**config.mk**
```make
export PLATFORM = sky130hd
export DESIGN_NAME = riscv_mc_sequencer
export DESIGN_NICKNAME = d
export VERILOG_FILES = /design/src/rtl/riscv_mc_sequencer.sv
export SDC_FILE = /design/constraint.sdc
export NUM_CORES = 1
export LEC_CHECK = 0
export ABC_AREA = 0
export CORE_MARGIN = 4
export CORE_UTILIZATION = 45
export CTS_BUF_LIST = sky130_fd_sc_hd__clkbuf_16
export DETAILED_ROUTE_END_ITERATION = 7
export PLACE_DENSITY = 0.78
export SYNTH_ARGS = -nofsm -noshare
export SYNTH_HDL_FRONTEND = slang
export SYNTH_SLANG_ARGS = --single-unit
```
**constraint.sdc**
```tcl
create_clock -name clk -period 1.9 [get_ports clk]
set_input_delay 0.57 -clock clk [delete_from_list [all_inputs] [get_ports clk]]
set_output_delay 0.57 -clock clk [all_outputs]
set_load 0.05 [all_outputs]
```
**src/rtl/riscv_mc_sequencer.sv**
```systemverilog
// riscv_mc_sequencer: multi-cycle FETCH/DECODE/EXEC/MEM/WB control FSM for
// the RISC-V core. It drives one shared variable-latency memory port through a
// req/ack handshake, halts on an all-zero instruction, and flags an error on
// memory timeout or illegal opcode. It also keeps saturating counters of busy
// cycles and retired instructions.
module riscv_mc_sequencer #(
    parameter int XLEN     = 32,
    parameter int CNT_W    = 32,
    parameter int MAX_WAIT = 15
) (
    input  logic             clk,
    input  logic             rst,        // synchronous, active-low
    input  logic             start,
    input  logic [XLEN-1:0]  ir,
    input  logic             mem_ack,
    output logic             mem_req,
    output logic             mem_wr,
    output logic             addr_sel,
    output logic             ir_we,
    output logic             pc_we,
    output logic             reg_write,
    output logic             busy,
    output logic             done,
    output logic             err,
    output logic [CNT_W-1:0] cycle_cnt,
    output logic [CNT_W-1:0] instr_cnt
);

    // The wait counter only needs to reach MAX_WAIT-1: the cycle in which it
    // holds that value is the last one an ack is still accepted.
    localparam int WAIT_W = (MAX_WAIT > 1) ? $clog2(MAX_WAIT) : 1;

    localparam logic [6:0] OP_LOAD   = 7'b0000011;
    localparam logic [6:0] OP_STORE  = 7'b0100011;
    localparam logic [6:0] OP_RTYPE  = 7'b0110011;
    localparam logic [6:0] OP_IALU   = 7'b0010011;
    localparam logic [6:0] OP_LUI    = 7'b0110111;
    localparam logic [6:0] OP_JAL    = 7'b1101111;
    localparam logic [6:0] OP_JALR   = 7'b1100111;
    localparam logic [6:0] OP_BRANCH = 7'b1100011;

    typedef enum logic [2:0] {
        S_IDLE,
        S_FETCH,
        S_DECODE,
        S_EXEC,
        S_MEM,
        S_WB,
        S_HALT,
        S_ERROR
    } state_e;

    // Instruction class captured in DECODE so EXEC/MEM do not depend on ir
    // staying stable after decode.
    typedef enum logic [1:0] {
        K_ALU,
        K_BRANCH,
        K_LOAD,
        K_STORE
    } kind_e;

    state_e            state_q, state_d;
    kind_e             kind_q,  kind_d;
    logic [WAIT_W-1:0] wait_q,  wait_d;
    logic [CNT_W-1:0]  cycle_cnt_q, cycle_cnt_d;
    logic [CNT_W-1:0]  instr_cnt_q, instr_cnt_d;

    logic              ir_zero;
    logic              ir_legal;
    kind_e             ir_kind;
    logic              timeout;
    logic              cnt_clear;

    assign ir_zero   = (ir == '0);
    assign timeout   = (wait_q == WAIT_W'(MAX_WAIT - 1));
    assign cnt_clear = ((state_q == S_IDLE) || (state_q == S_HALT)) && start;

    // Classify the opcode field of the instruction register.
    always_comb begin
        // NOTE: every signal written here gets a default first, so no path
        // through the case leaves it unassigned and no latch is inferred.
        ir_legal = 1'b0;
        ir_kind  = K_ALU;
        case (ir[6:0])
            OP_LOAD:   begin ir_legal = 1'b1; ir_kind = K_LOAD;   end
            OP_STORE:  begin ir_legal = 1'b1; ir_kind = K_STORE;  end
            OP_BRANCH: begin ir_legal = 1'b1; ir_kind = K_BRANCH; end
            OP_RTYPE, OP_IALU, OP_LUI, OP_JAL, OP_JALR: begin
                ir_legal = 1'b1;
                ir_kind  = K_ALU;
            end
            default:   ir_legal = 1'b0;
        endcase
    end

    // Next-state and output decode; ir_we and the store-path pc_we are the
    // only outputs gated by mem_ack in the same cycle.
    always_comb begin
        state_d   = state_q;
        kind_d    = kind_q;
        wait_d    = '0;
        mem_req   = 1'b0;
        mem_wr    = 1'b0;
        addr_sel  = 1'b0;
        ir_we     = 1'b0;
        pc_we     = 1'b0;
        reg_write = 1'b0;
        done      = 1'b0;
        err       = 1'b0;

        case (state_q)
            S_IDLE: begin
                if (start) state_d = S_FETCH;
            end

            S_FETCH: begin
                mem_req = 1'b1;
                if (mem_ack) begin
                    ir_we   = 1'b1;
                    state_d = S_DECODE;
                end else if (timeout) begin
                    state_d = S_ERROR;
                end else begin
                    wait_d = wait_q + 1'b1;
                end
            end

            S_DECODE: begin
                if (ir_zero) begin
                    state_d = S_HALT;
                end else if (ir_legal) begin
                    kind_d  = ir_kind;
                    state_d = S_EXEC;
                end else begin
                    state_d = S_ERROR;
                end
            end

            S_EXEC: begin
                case (kind_q)
                    K_BRANCH: begin
                        pc_we   = 1'b1;
                        state_d = S_FETCH;
                    end
                    K_LOAD, K_STORE: state_d = S_MEM;
                    default:         state_d = S_WB;
                endcase
            end

            S_MEM: begin
                mem_req  = 1'b1;
                addr_sel = 1'b1;
                mem_wr   = (kind_q == K_STORE);
                if (mem_ack) begin
                    if (kind_q == K_STORE) begin
                        pc_we   = 1'b1;
                        state_d = S_FETCH;
                    end else begin
                        state_d = S_WB;
                    end
                end else if (timeout) begin
                    state_d = S_ERROR;
                end else begin
                    wait_d = wait_q + 1'b1;
                end
            end

            S_WB: begin
                reg_write = 1'b1;
                pc_we     = 1'b1;
                state_d   = S_FETCH;
            end

            S_HALT: begin
                done = 1'b1;
                if (start) state_d = S_FETCH;
            end

            S_ERROR: begin
                err = 1'b1;
            end

            default: state_d = S_ERROR;
        endcase
    end

    assign busy = (state_q == S_FETCH) || (state_q == S_DECODE) ||
                  (state_q == S_EXEC)  || (state_q == S_MEM)    ||
                  (state_q == S_WB);

    // Saturating performance counters; cleared when a run is (re)started.
    always_comb begin
        cycle_cnt_d = cycle_cnt_q;
        instr_cnt_d = instr_cnt_q;
        if (cnt_clear) begin
            cycle_cnt_d = '0;
            instr_cnt_d = '0;
        end else begin
            if (busy && (cycle_cnt_q != {CNT_W{1'b1}}))
                cycle_cnt_d = cycle_cnt_q + 1'b1;
            if (pc_we && (instr_cnt_q != {CNT_W{1'b1}}))
                instr_cnt_d = instr_cnt_q + 1'b1;
        end
    end

    // State register with synchronous active-low reset.
    always_ff @(posedge clk) begin
        // NOTE: sequential state uses non-blocking assignments so every
        // register samples the pre-edge value of its peers.
        if (!rst) begin
            state_q     <= S_IDLE;
            kind_q      <= K_ALU;
            wait_q      <= '0;
            cycle_cnt_q <= '0;
            instr_cnt_q <= '0;
        end else begin
            state_q     <= state_d;
            kind_q      <= kind_d;
            wait_q      <= wait_d;
            cycle_cnt_q <= cycle_cnt_d;
            instr_cnt_q <= instr_cnt_d;
        end
    end

    assign cycle_cnt = cycle_cnt_q;
    assign instr_cnt = instr_cnt_q;

endmodule

```
==> results.txt <==
FMAX -> 485 MHz
ys async rst share -> 0%
worst r2r path cells -> 8
CP Cell Sequence -> nand4b_1 > a21oi_4 > nor2_4 > clkinvlp_4 > buf_8
critical path data required time -> 1.33 ns
logic gate share of total power -> 48.9%
vias per inst -> 6.33
Levels on crit path -> 5
status -> finished, violations left
Rel. slew slack -> 66.7%
vias -> 5305
CP Capture Type -> primary output
Final Util -> 80.5%
worst-margin pin slew -> 0.498 ns
area grow syn2layout -> 70.4%
CTS tree -> done
crit path DAT -> 1.49 ns
first-pass GRT wire length -> 22400 um
Post-Route Skew -> 0.00754 ns
maximum VDD drop -> 0.00105 V
Final ANT Viol Nets -> 0
row count -> 34
pin count of the biggest net entering global routing -> 26
crit path max fanout -> 4
Synth Instances -> 506
pwr/cell area -> 878 mW/mm^2
number of global-route vias before repair -> 4716
Initial Util -> 47.2%
clock power share -> 24.4%
MaxCap Viol Count -> 0
reg2reg end -> instr_cnt[21]
Netlist cell types -> 65
H-tree depth -> 3
yosys warns -> 0
clk_lat worst skew -> 0.33 ns
Iter 0 DRT Violations -> 316
final worst slack -> -0.160 ns
fill cell count -> 501
Max Transition Viols Final -> 0
ratio of cells with drive above 1 in the final layout -> 50.1%
Crit Path Category -> reg -> out
area of the multi-input gates -> 0.00291 sq mm
crit-path leading delay family -> flip-flops
sum of buffers and inverters on the critical path -> 2
Die Span X -> 105 um
Post-Syn Area -> 0.00420 sq mm
Final setup viols -> 45
leak pwr -> 2.74 nW
Seq pwr share -> 26.7%
clk sinks -> 73
CTS root buf -> clkbuf_16
Reg-to-Reg Start -> state_q[1]
Final Cycle Share -> 108%
routability cong. -> 0.901
Final Hold Fails -> 0
Hold WC Path Type -> reg -> reg
IO buf count -> 108
die span in y -> 105 um
register area -> 0.00164 sq mm
DP HPWL -> 10100 um
GR Overflow Total -> 0
# DRC -> 0
RSZ-0062 raised after global routing -> yes
average size of a mapped cell -> 8.30 sq um
Core ar. -> 0.00889 sq mm
Post-synth EDFFs -> 0
Die ar. -> 0.0109 sq mm
post-layout min period -> 2.06 ns
cell-internal power -> 3.91 mW
DR pass1 iterations -> 7
initial antenna violation count -> 0
worst setup path startpoint -> state_q[1]
Total GRT Usage -> 24.2%
DRT Wirelength -> 16800 um
CP Launch Type -> register
Slowest-stage cell, CP -> dfxtp_4
Total Power -> 6.28 mW
setup TNS -> -3.70 ns
Inserted Clock Buffers -> 9
post-synthesis sequential area ratio -> 34.8%
antenna cell count -> 0
most frequent cells in the layout -> buf_4 (163), dfxtp_4 (37), a21oi_1 (34), nand2_1 (33), clkdlybuf4s50_1 (33)
synthesized flop and latch total -> 73
P_sw -> 2.37 mW
clk slew on worst S/H paths -> 0.06 ns
Max clock buf depth -> 2
worst setup path end -> pc_we
Syn Nets -> 546
switching power share of the total -> 37.7%
nets -> 765
slowest stage delay, CP -> 0.36 ns
Routed WL per cell -> 20.0 um
commonest non-fill, non-tap cell in the layout -> buf_4
I/O pins -> 109
top_reg_cell synth -> dfxtp_1
failing checks -> setup timing
R2R Setup Slk -> -0.16 ns
Setup WS pre-CTS -> -0.551 ns
per-stage QoR:
stage          hold slack, ns  area, sq um  cells
3_5_place_dp            0.457         6030    776
6_report                0.468         7150    838
3_3_place_gp            0.442         6030    776
5_1_grt                 0.489         7150    838
2_1_floorplan           0.430         4440    506
4_1_cts                 0.471         6550    807
layout make-up:
cell class / instances / area share (%)
Tap cell: 108 / 1.89
Clock inverter: 7 / 0.577
Timing Repair Buffer: 233 / 29.8
Multi-Input combinational cell: 392 / 40.7
Inverter: 16 / 0.927
Clock buffer: 9 / 3.15
Sequential cell: 73 / 22.9
cells in the mapped netlist, types with 3 or more instances:
cell type | number | area share [%]
o31a_1 | 3 | 0.63
nor3_1 | 7 | 0.83
or4_1 | 27 | 4.8
buf_4 | 4 | 0.72
nor4_1 | 14 | 2.1
nand2b_1 | 9 | 1.3
or3_1 | 21 | 3.1
a31oi_1 | 4 | 0.60
dfxtp_1 | 73 | 35
buf_1 | 3 | 0.27
nor2_1 | 27 | 2.4
o31ai_1 | 24 | 4.3
nand3_1 | 29 | 3.5
mux2i_1 | 5 | 1.2
nand4_2 | 3 | 0.89
o211ai_1 | 4 | 0.72
a211oi_1 | 4 | 0.72
inv_1 | 15 | 1.3
o21ai_0 | 29 | 3.5
clkbuf_1 | 8 | 0.72
a21oi_1 | 49 | 5.8
xor2_1 | 4 | 0.83
xnor2_1 | 4 | 0.83
o41ai_1 | 3 | 0.63
and2_1 | 8 | 1.2
a21o_1 | 3 | 0.54
nand2_1 | 36 | 3.2
and3_1 | 4 | 0.60
and4_1 | 8 | 1.7
ha_1 | 4 | 1.2
buf_2 | 6 | 0.72
nand4_1 | 23 | 3.4
sequential cells by signal (all words and copies together) (netlist names):
register / flops
kind_q: 2
state_q: 3
wait_q: 4
instr_cnt: 32
cycle_cnt: 32
timing repair:
action / in CTS / in global routing
hold buffers: 0 / 0
cloned: 0 / 7
gates resized for setup: 38 / 86
pin swaps: 12 / 62
endpoints found under the hold margin: 0 / 0
endpoints found under the setup margin: 48 / 66
buffers inserted: 15 / 25
worst min-delay path by stage:
stage               from   endpoint  slack [ns]  depth (start not counted)
5_1_grt        wait_q[0]  wait_q[0]        0.49                          1
3_3_place_gp   wait_q[0]  wait_q[0]        0.44                          1
6_report       wait_q[0]  wait_q[0]        0.47                          1
2_1_floorplan  wait_q[0]  wait_q[0]        0.43                          1
4_1_cts        wait_q[0]  wait_q[0]        0.47                          1
3_5_place_dp   wait_q[0]  wait_q[0]        0.46                          1
per-layer routing:
layer	routed length [um]	global-route usage, %	up-vias
met5	0	0	-
met4	623	5.81	0
met3	1280	5.24	59
met2	8610	44.0	277
met1	6250	29.2	2549
li1	-	-	2420
power groups by stage:
stage / clock [mW] / sequential (mW) / combinational [mW]
after floorplan: 0 / 1.68 / 1.16
after global placement: 0 / 1.65 / 2.07
after detailed placement: 0 / 1.66 / 2.11
after CTS: 1.54 / 1.65 / 2.50
after global routing: 1.62 / 1.68 / 3.21
final: 1.53 / 1.68 / 3.07
kinds of logic (layout without fill, tap and decap cells):
logic type | after synthesis | after routing | share of synthesized area, %
mux | 5 | 5 | 1.19
xor+xnor | 8 | 8 | 1.67
compound gates | 140 | 140 | 21.6
fa+ha+maj | 4 | 4 | 1.19
buf+inv | 41 | 265 | 5.22
simple gates | 235 | 235 | 34.4
flops | 73 | 73 | 34.8
Note: power is estimated with default switching activity, not from simulation.
